[config.mk]
export PLATFORM = sky130hd
export DESIGN_NAME = m14k_isp_arb
export DESIGN_NICKNAME = d
export VERILOG_FILES = /design/src/rtl/m14k_isp_arb.sv
export SDC_FILE = /design/constraint.sdc
export NUM_CORES = 1
export LEC_CHECK = 0
export ABC_AREA = 0
export BUFFER_PORTS_ARGS = -buffer_cell sky130_fd_sc_hd__buf_2
export CORE_MARGIN = 2
export CORE_UTILIZATION = 44
export DETAILED_ROUTE_END_ITERATION = 12
export GPL_TIMING_DRIVEN = 0
export HOLD_SLACK_MARGIN = 0.03
export PLACE_DENSITY = 0.86
export SLEW_MARGIN = 20
export SYNTH_ARGS = -nofsm -noshare
export SYNTH_HDL_FRONTEND = slang
export SYNTH_SLANG_ARGS = --single-unit
[constraint.sdc]
create_clock -name gclk -period 2.55 [get_ports gclk]
set_input_delay 0.1275 -clock gclk [delete_from_list [all_inputs] [get_ports gclk]]
set_output_delay 0.1275 -clock gclk [all_outputs]
set_load 0.005 [all_outputs]
[src/rtl/m14k_isp_arb.sv]
// Arbiter/sequencer for the single ISPRAM port: fetch reads, icop index stores and
// loader writes share one registered command that is held across ISP_Stall.
module m14k_isp_arb #(
   parameter int unsigned STARVE_LIMIT = 4
) (
   input  logic        gclk,
   input  logic        greset,
   input  logic        cpz_spram,
   input  logic [8:0]  isp_size,
   input  logic        fetch_req,
   input  logic [17:0] fetch_addr,
   output logic        fetch_gnt,
   output logic        fetch_rvalid,
   output logic [31:0] fetch_rdata,
   input  logic        icop_req,
   input  logic [17:0] icop_addr,
   input  logic [31:0] icop_data,
   output logic        icop_ack,
   input  logic        ext_valid,
   input  logic [17:0] ext_addr,
   input  logic [31:0] ext_data,
   output logic        ext_ready,
   output logic        ext_err,
   input  logic        ISP_Stall,
   input  logic [31:0] ISP_DataRdValue,
   output logic [17:0] ISP_Addr,
   output logic [31:0] ISP_DataTagValue,
   output logic        ISP_RdStr,
   output logic        ISP_DataWrStr,
   output logic        isp_busy
);

   typedef enum logic {IDLE, CMD} state_e;
   typedef enum logic [1:0] {OWN_NONE, OWN_FETCH, OWN_ICOP, OWN_EXT} owner_e;

   localparam logic [3:0] LIMIT = 4'(STARVE_LIMIT);

   state_e      state, state_nx;
   owner_e      owner, owner_nx;
   logic [17:0] addr_q, addr_nx;
   logic [31:0] data_q, data_nx;
   logic        rd_q, rd_nx, wr_q, wr_nx;
   logic [3:0]  starve_cnt, starve_nx;
   logic        icop_ack_q, icop_ack_nx;
   logic        ext_ready_q, ext_ready_nx, ext_err_q, ext_err_nx;
   logic        rvalid_q;
   logic [31:0] rdata_q;

   logic accept, icop_v, ext_v, ext_ok, ext_win;

   assign accept = (state == CMD) && !ISP_Stall;
   // A requester whose early ack is still on the wire is still holding its request;
   // masking it here stops the same transaction being arbitrated twice.
   assign icop_v = icop_req && !icop_ack_q;
   assign ext_v  = ext_valid && !ext_ready_q;
   assign ext_ok = {1'b0, ext_addr[17:10]} < isp_size;

   // NOTE: every variable gets its default first so no path through the case can infer a latch.
   always_comb begin
      state_nx     = state;
      owner_nx     = owner;
      addr_nx      = addr_q;
      data_nx      = data_q;
      rd_nx        = rd_q;
      wr_nx        = wr_q;
      starve_nx    = starve_cnt;
      icop_ack_nx  = 1'b0;
      ext_ready_nx = 1'b0;
      ext_err_nx   = 1'b0;
      ext_win      = 1'b0;
      case (state)
         IDLE: begin
            if (icop_v) begin
               if (cpz_spram) begin
                  state_nx = CMD;  owner_nx = OWN_ICOP;
                  addr_nx  = icop_addr;  data_nx = icop_data;  wr_nx = 1'b1;
               end else begin
                  icop_ack_nx = 1'b1;
               end
            end else if (ext_v && starve_cnt == LIMIT) begin
               ext_win = 1'b1;
            end else if (fetch_req) begin
               state_nx = CMD;  owner_nx = OWN_FETCH;
               addr_nx  = fetch_addr;  data_nx = '0;  rd_nx = 1'b1;
            end else if (ext_v) begin
               ext_win = 1'b1;
            end
            if (ext_win) begin
               if (ext_ok) begin
                  state_nx = CMD;  owner_nx = OWN_EXT;
                  addr_nx  = ext_addr;  data_nx = ext_data;  wr_nx = 1'b1;
               end else begin
                  ext_ready_nx = 1'b1;
                  ext_err_nx   = 1'b1;
               end
            end
            if (!ext_v || ext_win)        starve_nx = '0;
            else if (starve_cnt != LIMIT) starve_nx = starve_cnt + 4'd1;
         end
         CMD: begin
            if (!ISP_Stall) begin
               state_nx = IDLE;
               rd_nx    = 1'b0;
               wr_nx    = 1'b0;
            end
         end
         default: state_nx = IDLE;
      endcase
   end

   // NOTE: state registers use non-blocking assignments so every flop samples pre-edge values.
   always_ff @(posedge gclk) begin
      if (greset) begin
         state       <= IDLE;
         owner       <= OWN_NONE;
         addr_q      <= '0;
         data_q      <= '0;
         rd_q        <= 1'b0;
         wr_q        <= 1'b0;
         starve_cnt  <= '0;
         icop_ack_q  <= 1'b0;
         ext_ready_q <= 1'b0;
         ext_err_q   <= 1'b0;
         rvalid_q    <= 1'b0;
         rdata_q     <= '0;
      end else begin
         state       <= state_nx;
         owner       <= owner_nx;
         addr_q      <= addr_nx;
         data_q      <= data_nx;
         rd_q        <= rd_nx;
         wr_q        <= wr_nx;
         starve_cnt  <= starve_nx;
         icop_ack_q  <= icop_ack_nx;
         ext_ready_q <= ext_ready_nx;
         ext_err_q   <= ext_err_nx;
         rvalid_q    <= accept && owner == OWN_FETCH;
         if (rvalid_q) rdata_q <= ISP_DataRdValue;
      end
   end

   // Read data is live from the RAM in the return cycle, then held locally.
   assign fetch_rdata      = rvalid_q ? ISP_DataRdValue : rdata_q;
   assign fetch_rvalid     = rvalid_q;
   assign fetch_gnt        = accept && owner == OWN_FETCH;
   assign icop_ack         = icop_ack_q || (accept && owner == OWN_ICOP);
   assign ext_ready        = ext_ready_q || (accept && owner == OWN_EXT);
   assign ext_err          = ext_err_q;
   assign ISP_Addr         = addr_q;
   assign ISP_DataTagValue = data_q;
   assign ISP_RdStr        = rd_q;
   assign ISP_DataWrStr    = wr_q;
   assign isp_busy         = state == CMD;

endmodule

==> key figures <==
Global route
  • Largest net degree at the start of global routing: 17
  • First-pass GRT wire length: 21,800 um
  • Top Usage Layer GRT: met2
  • Met1 Usage GRT: 28.1%
  • Overflow after GRT: 0
  • Gr usage total: 23.3%
  • Vias in the first global route: 4,519
  • Antenna violations before repair: 0
  • Met2 Track Usage GR: 39.8%
  • M3 GR Usage: 5.73%

Routing
  • DR pass1 iterations: 5
  • Via count: 4,732
  • Routed Antenna Nets: 0
  • DR WL/cell: 15.6 um
  • DR iter-0 viols: 211
  • Via-per-instance ratio: 5.18
  • Detailed Route WL: 14,200 um
  • DRC viols: 0

Yosys
  • Netlist Area Pre-Place: 4810 um^2
  • Dominant cells by area after synthesis: dfxtp_1, o221ai_2, mux2_2
  • Synth top area share: 39.1%
  • Number of synthesized flops with an enable pin: 0
  • Yosys warns: 0
  • Synth async-reset ratio: 0%
  • Library cells used by synthesis: 50
  • Commonest cells post-synth: dfxtp_1, inv_1, nand2_1, nor2b_1
  • Seq cells post-synth: 94
  • Yosys top cell by area: dfxtp_1
  • Most frequent cell after synthesis: dfxtp_1
  • Post-Synthesis Cells: 484
  • Top FF cell, synth: dfxtp_1
  • Syn_nets: 659
  • Share of the yosys chip area belonging to registers: 39.1%
  • Average cell area after synthesis: 9.93 um^2

Floorplanning
  • Die Ht: 109 um
  • Die width: 109 um
  • Initial core utilization: 44.7%
  • IO Count: 256
  • Core Rows: 38
  • Core ar.: 10,700 um^2
  • Die Area: 11,800 um^2

Timing
  • Max frequency: 0.422 GHz
  • Tcrit/Tclk final: 92.9%
  • Least-Margin Pin Slew: 600 ps
  • Max Clock Skew: 18.7 ps
  • Max Slew Vio Count: 0
  • Final-report setup violation count: 0
  • Worst slew margin: 59.7%
  • Setup TNS: 0 ps
  • Unrepaired setup endpoints after global routing: false
  • Min cycle time layout: 2370 ps
  • Final hold vios: 0
  • Hold WS: 57.5 ps

Critical path
  • Critical path required time: 2820 ps
  • CP Max Fanout: 10
  • Critical Path Source Type: input pin
  • CP arrival: 2640 ps
  • WS Path Type: input pin to register
  • Worst Setup End Kind: register

Layout
  • Share of layout cells above drive strength 1: 46.6%
  • Final #Nets: 943
  • Footprint of the multi-input gates: 2530 um^2
  • Final non-filler cell total: 913
  • Layout Area Growth over Synthesis: 39.0%
  • Register area: 1880 um^2
  • Fill count: 955
  • Antenna cells: 0

Clock network
  • Max H-tree Level: 3
  • Num CTS Buffers: 9
  • Bufs on Longest Clock Path: 2
  • Clock transition at path regs: 90 ps
  • Root Driver: clkbuf_8
  • CTS tree: done
  • Sink Count: 94
  • Clk_lat worst skew: 360 ps

Power and ir drop
  • Net Switching: 0.992 mW
  • Pwr dens: 525 nW/um^2
  • Comb power frac: 20.6%
  • Power, Total: 3.51 mW
  • P_leak: 3.25 nW
  • VDD IR max: 0.000351 V
  • Internal power: 2.51 mW
  • Clock power frac: 32.9%
  • Seq pwr share: 46.5%
  • Switching Share: 28.3%

Placed design
  • Placed wire-length estimate: 10,700 um
  • Placed cells: 879
  • RePlAce Congestion: 0.816
  • IO buf count: 255

Status
  • Status: complete, no violations

Flow run
  • Max-Cap Viols: 0

Hold path
  • Worst hold-check path type: input pin to register
[worst max-delay path, stage by stage]
cell and delay, ps:
dlygate4sd3_1 550, buf_2 140, ha_1 280, and4b_1 220, o2bb2ai_1 190, a21oi_1 300
nand3_1 300, buf_2 320, o221ai_2 200
[path summary, 6_finish.rpt]
kind	start	slack, ps	cells past startpoint	end
setup / recovery	ext_addr[16]	180	9	ISP_DataTagValue[7]
hold / removal	ISP_Stall	60	3	ISP_RdStr
setup reg to reg	starve_cnt[0]	220	8	ISP_Addr[16]
hold reg to reg	ISP_RdStr	480	2	ISP_RdStr
[power groups by stage]
stage	Sequential [mW]	Combinational, mW	Clock, mW
floorplan	1.66	0.387	0
detailed placement	1.65	0.704	0
global placement	1.65	0.689	0
CTS	1.62	0.728	1.17
global route	1.64	0.795	1.23
finish	1.63	0.723	1.15
[cells in the final DEF, fill, tap and decap left out, types with 5 or more instances in the layout]
cell,synthesis,layout
a21oi_1,8,8
a221o_1,18,18
a221oi_1,18,18
buf_2,10,265
clkbuf_1,17,16
clkbuf_8,0,10
dfxtp_1,94,94
dlygate4sd3_1,0,19
ha_1,9,9
inv_1,43,43
mux2_2,32,32
mux2i_1,32,32
nand2_1,38,38
nor2_1,25,25
nor2b_1,35,35
nor3_1,20,20
o21ai_0,5,5
o221ai_2,30,30
[state kept, by name, indices dropped and copies added (netlist names)]
name / count
isp_busy: 1
ISP_DataTagValue: 32
ext_err: 1
rdata_q: 32
ISP_RdStr: 1
starve_cnt: 4
owner: 2
fetch_rvalid: 1
ISP_DataWrStr: 1
icop_ack_q: 1
ISP_Addr: 18
[through the flow]
stage | setup slack, ps | utilization (%) | area, um^2
5_1_grt | 29.7 | 62.2 | 6680
3_3_place_gp | 361 | 58.3 | 6260
2_1_floorplan | 694 | - | 4810
6_report | 180 | 62.2 | 6680
4_1_cts | 103 | 62.2 | 6680
3_5_place_dp | 284 | 58.3 | 6260
[cells by family (layout without fill, tap and decap cells)]
family	after synthesis	count (layout)	synth area share, %
DFF	94	94	39.1
adders and majority gates	9	9	2.34
AOI/OAI and AO/OA	100	100	21.7
and+or+nand+nor	135	135	14.4
muxes	64	64	14.2
buffers and inverters	82	371	8.30
[layer usage]
metal	share of wire [%]	wire length, um
met4	2.0	278
met1	42	5970
met3	7.6	1090
met5	0	0
met2	48	6880
[what timing repair did]
action                                  in CTS  in global routing
buffers inserted                             0                  0
hold endpoints to repair                    19                  0
endpoints found under the setup margin       0                  3
resized for setup                            0                  1
hold buffers                                19                  0
[final cells by class]
cell class                      count  area share (%)
Clock inverter                      6            1.40
Tap cell                          140            2.62
Multi-Input combinational cell    308            37.8
Timing Repair Buffer              274            21.9
Clock buffer                       10            2.06
Buffer                             37            3.45
Sequential cell                    94            28.2
Inverter                           44            2.53
Note: power is estimated with default switching activity, not from simulation.
